## src/rtl/psk_pkg.sv

```systemverilog
// Shared definitions for the phase-coded chip link (transmitter and correlator).
// Holds the chip count, phase width, default base code, FSM states and chip-index helper.
package psk_pkg;

    localparam int CHIPS   = 6;
    localparam int PHASE_W = 3;

    // Base chip pattern, MSB is chip 0; the correlator side uses the same value.
    localparam logic [CHIPS-1:0] BASE_CODE = 6'b000111;

    typedef enum logic [1:0] {
        IDLE       = 2'd0,
        WAIT_ALIGN = 2'd1,
        SEND       = 2'd2,
        GAP        = 2'd3
    } state_e;

    // (k + ph) mod 6 without a divider: both inputs are 0..5, so a single
    // conditional subtract of 6 from the 4-bit sum is enough.
    function automatic logic [PHASE_W-1:0] chip_index(
        input logic [PHASE_W-1:0] k,
        input logic [PHASE_W-1:0] ph
    );
        logic [PHASE_W:0] sum;
        sum = {1'b0, k} + {1'b0, ph};
        if (sum >= 4'd6) begin
            sum = sum - 4'd6;
        end
        return sum[PHASE_W-1:0];
    endfunction

endpackage

```

## src/rtl/psk_chip_xmit_rotator.sv

```systemverilog
// chip_rotator: combinational chip lookup for base code rotated by a phase.
// Ports: chip_cnt (chip slot 0..5), phase (0..5), code (base pattern), chip (selected bit).
module chip_rotator
    import psk_pkg::*;
(
    input  logic [PHASE_W-1:0] chip_cnt,
    input  logic [PHASE_W-1:0] phase,
    input  logic [CHIPS-1:0]   code,
    output logic               chip
);

    logic [PHASE_W-1:0] idx;

    always_comb begin
        idx  = chip_index(chip_cnt, phase);
        // Chip index i lives at code[5-i] because chip 0 is the MSB.
        chip = code[3'(CHIPS - 1) - idx];
    end

endmodule

```

## src/rtl/psk_chip_xmit.sv

```systemverilog
// psk_chip_xmit: sends a 6-chip base code rotated by an accepted phase for a
// hold window, then a guard gap, with chip timing free-running from reset.
// Ports: clk, rst (async, active-high); in_phase/in_valid/in_ready symbol
// handshake; sig registered chip stream; busy while aligning, sending or in
// the gap; err one-cycle pulse for an offered phase of 6 or 7.
module psk_chip_xmit
    import psk_pkg::*;
#(
    parameter logic [CHIPS-1:0] CODE        = BASE_CODE,
    parameter int               HOLD_CYCLES = 48,
    parameter int               GAP_CYCLES  = 12
) (
    input  logic               clk,
    input  logic               rst,
    input  logic [PHASE_W-1:0] in_phase,
    input  logic               in_valid,
    output logic               in_ready,
    output logic               sig,
    output logic               busy,
    output logic               err
);

    localparam int CNT_MAX = (HOLD_CYCLES > GAP_CYCLES) ? HOLD_CYCLES : GAP_CYCLES;
    localparam int CNT_W   = $clog2(CNT_MAX + 1);

    localparam logic [CNT_W-1:0] HOLD_LAST = CNT_W'(HOLD_CYCLES - 1);
    localparam logic [CNT_W-1:0] GAP_LAST  =
        CNT_W'((GAP_CYCLES > 0) ? (GAP_CYCLES - 1) : 0);
    localparam logic [PHASE_W-1:0] CHIP_LAST = PHASE_W'(CHIPS - 1);
    localparam logic [PHASE_W-1:0] PH_MAX    = PHASE_W'(CHIPS - 1);

    state_e             state_q,    state_d;
    logic [PHASE_W-1:0] chip_cnt_q, chip_cnt_d;
    logic [CNT_W-1:0]   cnt_q,      cnt_d;
    logic               full_q,     full_d;
    logic [PHASE_W-1:0] hold_ph_q,  hold_ph_d;
    logic [PHASE_W-1:0] act_ph_q,   act_ph_d;
    logic               sig_q,      sig_d;
    logic               err_q,      err_d;

    logic accept;
    logic legal;
    logic aligned;
    logic seek;
    logic load;
    logic rot_chip;

    always_comb begin
        chip_cnt_d = (chip_cnt_q == CHIP_LAST) ? '0 : chip_cnt_q + 3'd1;

        accept  = in_valid && !full_q;
        legal   = (in_phase <= PH_MAX);
        aligned = (chip_cnt_q == CHIP_LAST);

        state_d  = state_q;
        cnt_d    = cnt_q;
        act_ph_d = act_ph_q;
        seek     = 1'b0;
        load     = 1'b0;

        // seek marks cycles where the FSM looks for the next symbol: idle,
        // waiting for alignment, or the final cycle of a symbol/gap.
        unique case (state_q)
            IDLE: begin
                seek = 1'b1;
            end
            WAIT_ALIGN: begin
                seek = 1'b1;
            end
            SEND: begin
                if (cnt_q == HOLD_LAST) begin
                    if (GAP_CYCLES > 0) begin
                        state_d = GAP;
                        cnt_d   = '0;
                    end else begin
                        seek = 1'b1;
                    end
                end else begin
                    cnt_d = cnt_q + CNT_W'(1);
                end
            end
            GAP: begin
                if (cnt_q == GAP_LAST) begin
                    seek = 1'b1;
                end else begin
                    cnt_d = cnt_q + CNT_W'(1);
                end
            end
        endcase

        // When already on chip 5 the alignment wait is skipped, so a pending
        // symbol follows the previous one with no idle chips in between.
        if (seek) begin
            if (full_q) begin
                if (aligned) begin
                    load = 1'b1;
                end else begin
                    state_d = WAIT_ALIGN;
                end
            end else begin
                state_d = IDLE;
            end
        end

        if (load) begin
            state_d  = SEND;
            cnt_d    = '0;
            act_ph_d = hold_ph_q;
        end

        // accept needs !full_q and load needs full_q, so they never coincide.
        full_d    = full_q;
        hold_ph_d = hold_ph_q;
        if (load) begin
            full_d = 1'b0;
        end else if (accept && legal) begin
            full_d    = 1'b1;
            hold_ph_d = in_phase;
        end

        err_d = accept && !legal;
    end

    // Rotator sees next-state chip slot and phase so the registered chip
    // lands in the same cycle as its chip_cnt value.
    chip_rotator u_rot (
        .chip_cnt (chip_cnt_d),
        .phase    (act_ph_d),
        .code     (CODE),
        .chip     (rot_chip)
    );

    always_comb begin
        sig_d = 1'b0;
        if (state_d == SEND) begin
            sig_d = rot_chip;
        end
    end

    always_ff @(posedge clk or posedge rst) begin
        if (rst) begin
            state_q    <= IDLE;
            chip_cnt_q <= '0;
            cnt_q      <= '0;
            full_q     <= 1'b0;
            hold_ph_q  <= '0;
            act_ph_q   <= '0;
            sig_q      <= 1'b0;
            err_q      <= 1'b0;
        end else begin
            state_q    <= state_d;
            chip_cnt_q <= chip_cnt_d;
            cnt_q      <= cnt_d;
            full_q     <= full_d;
            hold_ph_q  <= hold_ph_d;
            act_ph_q   <= act_ph_d;
            sig_q      <= sig_d;
            err_q      <= err_d;
        end
    end

    assign in_ready = !full_q;
    assign sig      = sig_q;
    assign busy     = (state_q != IDLE);
    assign err      = err_q;

endmodule

```

## config.mk

```make
export PLATFORM = sky130hd
export DESIGN_NAME = psk_chip_xmit
export DESIGN_NICKNAME = d
export VERILOG_FILES = /design/src/rtl/psk_pkg.sv /design/src/rtl/psk_chip_xmit_rotator.sv /design/src/rtl/psk_chip_xmit.sv
export SDC_FILE = /design/constraint.sdc
export NUM_CORES = 1
export LEC_CHECK = 0
export ABC_AREA = 1
export ABC_CLOCK_PERIOD_IN_PS = 5050
export BUFFER_PORTS_ARGS = -buffer_cell sky130_fd_sc_hd__buf_2
export CORE_MARGIN = 8
export CORE_UTILIZATION = 35
export DETAILED_ROUTE_END_ITERATION = 8
export SLEW_MARGIN = 30
export SYNTH_ARGS = -nofsm -noshare
export SYNTH_HDL_FRONTEND = slang
export SYNTH_SLANG_ARGS = --single-unit
```

## constraint.sdc

```tcl
create_clock -name clk -period 5.05 [get_ports clk]
set_clock_uncertainty 0.15 [all_clocks]
set_input_delay 1.01 -clock clk [delete_from_list [all_inputs] [get_ports clk]]
set_output_delay 1.01 -clock clk [all_outputs]
set_load 0.02 [all_outputs]
```

# Word-level counts from Yosys, hierarchy flattened
# Memory sizes are Yosys's and may differ from the RTL's.
# Index checks and enable logic that the tools add are counted.
# op_classes
magnitude_cmp	3
reduce_logical	12
mux	22
n_eq_ne	8
div_mod_pow	0
n_addsub	5
mul	0
shifts	0
bitwise	1
# ops
cell	count
6-bit two-way mux	3
2-bit two-way mux	6
6-bit case mux with 2 select lines	1
3-bit two-way mux	3
1-bit two-way mux	8
6-bit by 1-bit adder with 6-bit output (second input constant)	1
2-bit == test (second input constant)	3
6-bit by 4-bit == test with 1-bit output (second input constant)	1
6-bit == test (second input constant)	1
3-bit by 3-bit adder with 4-bit output	1
4-bit by 3-bit greater-or-equal comparator with 1-bit output (second input constant)	1
3-bit by 4-bit < comparator with 1-bit output (second input constant)	1
2-bit AND reduction	2
2-bit nonzero test	2
3-bit by 1-bit adder with 3-bit output (second input constant)	1
3-bit == test (second input constant)	1
3-bit <= comparator (second input constant)	1
1-bit logical AND	3
3-bit inequality test (second input constant)	1
1-bit case mux with 3 select lines	1
3-bit nonzero test	1
3-bit subtractor (first input constant)	1
3-bit subtractor (second input constant)	1
2-bit by 1-bit == test with 1-bit output (second input constant)	1
4 further kinds	5
# word_totals
latchBits	0
word_cells	60
ramBits	0
ff_bits	20
in_bits	6
n_memories	1
rom_bits	8
# mem_list
memory	depth	word_bits	rd	rd_ports_with_merged_regs	write_ports	line_no	rtl
(name not given)	8	1	1	0	0	psk_chip_xmit_rotator.sv:17	chip = code[3'(CHIPS - 1) - idx];

# Depth between registers and ports, before layout
# depth
depth_word	12
depth_mapped	21

# By module
# Synthesis repeated with hierarchy kept, for this count alone.
# hier_totals
hier_cells	158
hier_area_um2	1249.9
# by_module_without_submodules
mod	seq_area_each_um2	cells_per_inst	area_per_inst_um2	n_inst
psk_chip_xmit	500.5	115	979.7	1
chip_rotator	0.0	43	270.3	1

# Worst setup path after synthesis
# Ideal clock, no wire load.
# synth_timing
path_kind	register to register
startpoint	register cnt_q[0]
endpoint	register sig_q, in the netlist sig
t_required_ps	4782
setup_time_ps	118
path_slack_ps	2196
n_path_buf	0
arrival_ps	2586
stages_incl_launch_ff	18
period_less_slack_ps	2854
path_cell_list	dfrtp_1 > ha_1 > nand2_1 > inv_1 > nand3_4 > nand2_4 > nand2_1 > nand2_1 > nand2_1 > ha_1 > fa_1 > ha_1 > a21oi_1 > nand3_1 > nand2_1 > nand2_1 > a21oi_1 > nor2_1
# synth_between
elab_chain_cells	12
word_cells_on_any_way	21
# synth_lines
element	line_no	rtl
start, declared	psk_chip_xmit.sv:34	logic [CNT_W-1:0] cnt_q, cnt_d;
start signal, assigned	psk_chip_xmit.sv:153	cnt_q <= cnt_d;
6-bit by 4-bit == test with 1-bit output (*)	psk_chip_xmit.sv:83	if (cnt_q == GAP_LAST) begin
1-bit two-way mux (*)	psk_chip_xmit.sv:83	
1-bit case mux with 3 select lines (*)	psk_chip_xmit.sv:63	unique case (state_q)
1-bit two-way mux (*)	psk_chip_xmit.sv:93	if (seek) begin
3-bit two-way mux (*)	psk_chip_xmit.sv:105	if (load) begin
via act_ph_d[0]	psk_chip_xmit.sv:37	logic [PHASE_W-1:0] act_ph_q, act_ph_d;
3-bit by 3-bit adder with 4-bit output (*)	psk_pkg.sv:25	sum = {1'b0, k} + {1'b0, ph};
4-bit by 3-bit greater-or-equal comparator with 1-bit output / 3-bit subtractor (equally long branches)	psk_pkg.sv:26, psk_pkg.sv:27	
3-bit two-way mux (*)	psk_pkg.sv:26	if (sum >= 4'd6) begin
3-bit subtractor (*)	psk_chip_xmit_rotator.sv:17	
memory 8 x 1 bit (*)	--	
1-bit two-way mux (implied by the code) (*)	psk_chip_xmit_rotator.sv:17	
1-bit two-way mux (*)	psk_chip_xmit.sv:135	if (state_d == SEND) begin
via sig_d	psk_chip_xmit.sv:38	logic sig_q, sig_d;
end signal, assigned	psk_chip_xmit.sv:157	sig_q <= sig_d;
end, declared	psk_chip_xmit.sv:38	
# Mark *: on every way through the listed nets, which the timed path passes. The rest lies on a longest branch. The select of a mux whose other input is x is not followed.
# A chain may end at the register's enable or synchronous reset.

# Final worst setup path
# Same ends and word-level chain as after synthesis.

==> key figures <==
Setup path
  – Number of buffer and inverter stages on the critical path: 1
  – Worst Path Max Fanout: 6
  – Slowest library cell on the worst path: dfrtp_1
  – Most frequent cell on the critical path: nand2_1
  – Critical path class: flip-flop to flip-flop
  – Critical Path, Cell by Cell: ha_1 > nand2_1 > inv_1 > nand3_4 > nand2_4 > nand2_1 > nand2_1 > nand2_1 > ha_1 > fa_1 > nand2_1 > nand2_1 > ha_1 > a21oi_1 > nand3_1 > nand2_1 > nand2_1 > a21oi_1 > nor2_1
  – Data arrival time of the critical path: 3.19 ns
  – Slowest stage delay, CP: 0.41 ns
  – Critical path origin: cnt_q[0]
  – Kind of start point of the critical path: flip-flop
  – Cell family with most CP delay: simple AND/OR/NAND/NOR gates
  – Reg-to-reg startpoint: cnt_q[0]
  – Req. time, crit path: 5.09 ns
  – Minimum setup slack among reg-to-reg paths: between 1.5 and 2 ns
  – Nature of the critical path endpoint: flip-flop

Drt
  – DRT iter0 DRCs: 32
  – Number of iterations in the first detailed-routing pass: 4
  – Residual DRC count: 0
  – Routed WL: 1960 µm
  – Post-route antenna net violation count: 0
  – Total number of vias: 836
  – Average wire per standard cell: 11.3 µm
  – Via density: 4.83

Placed design
  – Sum of net half-perimeters after detailed placement: 1600 µm
  – Count of input and output buffers: 9
  – Placed Instances: 170
  – Routability cong.: 0.817

STA
  – Slew Viols, Final: 0
  – Remaining max-slew budget at the tightest pin: 0.492
  – Total setup violations reported at the end of the flow: 0
  – Slew at the pin with the worst max-slew slack: 0.762 ns
  – Unrepaired setup endpoints after global routing: false
  – WHS: roughly 0.34 ns
  – Final total negative setup slack: 0 ns
  – Final Hold Violating Endpoints: 0
  – Highest attainable clock frequency: 0.318 GHz
  – Period Utilization, post-route: 0.623
  – Final critical path time including I/O delays and setup: ~3.1 ns

Synth
  – Adder and majority cell fraction of the synthesized area: 0.0759
  – Fraction of synthesized cell area taken by the top area cell type: 0.460
  – Library cell with the largest summed area after synthesis: dfrtp_1
  – Post-Synthesis Cell Area: 0.00109 mm²
  – Parity-gate share of the synthesized area counting xor and xnor cells: 0.0322
  – Multiplexer share of the synthesized area: 0.0104
  – Number of register bits inferred by synthesis: 20
  – Fraction of the mapped netlist area in compound gates: 0.0990
  – Count of cell types in the netlist: 26
  – Largest family of logic cells by synthesized area: simple AND/OR/NAND/NOR gates
  – Part of the Yosys area used for sequential elements: 0.460
  – Synthesized instance count: 128
  – Mean post-synth cell area: 8.49 µm²
  – Synthesized-area fraction occupied by and/or/nand/nor cells: 0.257
  – Net count after synthesis: between 100 and 150
  – Yosys Warn Count: 0
  – Cells taking the most area after synthesis: dfrtp_1 46%, nand2_1 13%, ha_1 5.8%, inv_1 5.5%, nand3_1 3.7%

Min path
  – Worst min path class: flip-flop to flip-flop
  – Startpoint of the worst hold path: act_ph_q[0]

Power
  – Highest ir drop seen on vdd: 135 µV
  – Power density over the cells: about 230 mW/mm²
  – Leakage power: around 0.63 nW

Floorplanning
  – Cell Rows: 20
  – Die X: slightly above 70 µm
  – Initial core utilization: 0.362
  – Placeable core region: between 0.003 and 0.004 mm²
  – Y dimension of the die: 71.7 µm
  – Area of the die: 0.00515 mm²
  – Total I/O pin count: 10

GRT
  – First-pass GRT wire length: 3550 µm
  – Remaining global-route overflow: 0
  – Total global routing track utilization: 0.0854
  – Largest net degree at the start of global routing: 21
  – Number of global-route vias before repair: 906
  – Initial antenna violation count: 0

Clocking
  – Clock network latency to the later pin of the worst-skew pair: approximately 0.3 ns
  – Number of buffers inserted to repair setup after CTS: 0
  – Clock tree root buffer cell: clkbuf_4
  – Clock-pin slew of the registers on the worst-case setup and hold paths: 0.11 ns
  – Clock Sink Count: 20
  – Number of H-tree branching levels: 1
  – Total clock buffers created by CTS: 3
  – Hold-fix buffers at CTS: 0
  – Worst-case clock buffer depth: 2
  – Count of cells resized by post-cts repair: 0
  – Clock tree from TritonCTS: built

Finish
  – Number of inserted diodes: 0
  – Most frequent standard cell in the layout excluding fill and tap cells: nand2_1
  – Net count reported at finish: 154
  – Final cell count without fillers: 173
  – Ratio of cells with drive above 1 in the final layout: 0.164
  – Layout overhead on the synthesized area: 10.0%
  – Commonest cells after routing, fill and taps aside: 37 x nand2_1, 20 x dfrtp_1, 16 x inv_1, 9 x buf_2, 8 x nand3_1

Flow run
  – Max cap viols: 0

Status
  – Status: finished clean
kinds of logic (layout without fill, tap and decap cells):
group                    Yosys count  count (layout)
AND/OR/NAND/NOR                   61              61
flip-flops                        20              20
XOR/XNOR                           4               4
multiplexers                       1               1
adder cells (fa/ha/maj)            6               6
AO/OA/AOI/OAI                     17              17
buffers and inverters             19              31
synthesized netlist by cell type:
cell / instances
o21ai_1: 2
a21oi_1: 3
nand2_2: 1
o21ai_0: 6
mux2_2: 1
ha_1: 5
nand2_1: 37
nand2_4: 1
inv_2: 3
xor2_1: 2
nand4_1: 2
nor2_1: 6
a21oi_4: 1
nand3b_1: 1
inv_1: 16
a21oi_2: 1
nand3_4: 1
nand3_1: 8
xnor2_1: 2
nor3_1: 2
fa_1: 1
dfrtp_1: 20
nor2_2: 2
o22ai_1: 2
o21bai_1: 1
a21boi_0: 1
per-stage QoR:
step	area (µm²)	util	setup slack, ns	power [mW]
after floorplan	1090	-	2.20	0.198
after global placement	1170	0.391	2.03	0.206
after detailed placement	1170	0.391	1.91	0.207
after CTS	1200	0.398	1.88	0.281
after global routing	1200	0.398	1.60	0.288
final	1200	0.398	1.90	0.277
layout make-up:
class                      count  area, µm²
multi-input combinational     89        515
sequential                    20        500
tap                           33       41.3
fill                         311       1810
timing repair buffer           9       45.0
inverter                      19       71.3
clock buffer                   3       22.5
worst min-delay path: cells and delay by family, from the launching register on:
family	cells	cell delay [ns]
DFF	1	0.34
and+or+nand+nor	2	0.12
registers in the layout (all words and copies together) (netlist names):
register    flops
chip_cnt_q      3
hold_ph_q       3
full_q          1
err             1
cnt_q           6
act_ph_q        3
state_q         2
sig             1
where the power goes:
group          leakage [nW]  internal (mW)  total, mW  switching, mW
Clock                0.0138         0.0278     0.0730         0.0452
Combinational         0.391        0.00983     0.0252         0.0154
Sequential            0.230          0.172      0.178        0.00614
worst paths after layout:
path                       depth (start not counted)            end
hold / removal                                     2    act_ph_q[0]
hold reg to reg                                    2    act_ph_q[0]
setup reg to reg                                  19            sig
max in group asynchronous                          2  chip_cnt_q[0]
min in group asynchronous                          2       cnt_q[0]
setup / recovery                                  19            sig
layer usage:
metal | routed length, µm | vias up | GRT usage
li1 | - | 435 | -
met1 | 817 | 391 | 0.0855
met2 | 1060 | 8 | 0.162
met3 | 57 | 2 | 0.0265
met4 | 27 | 0 | 0.0272
met5 | 0 | - | 0
(Power assumes the default switching activity.)
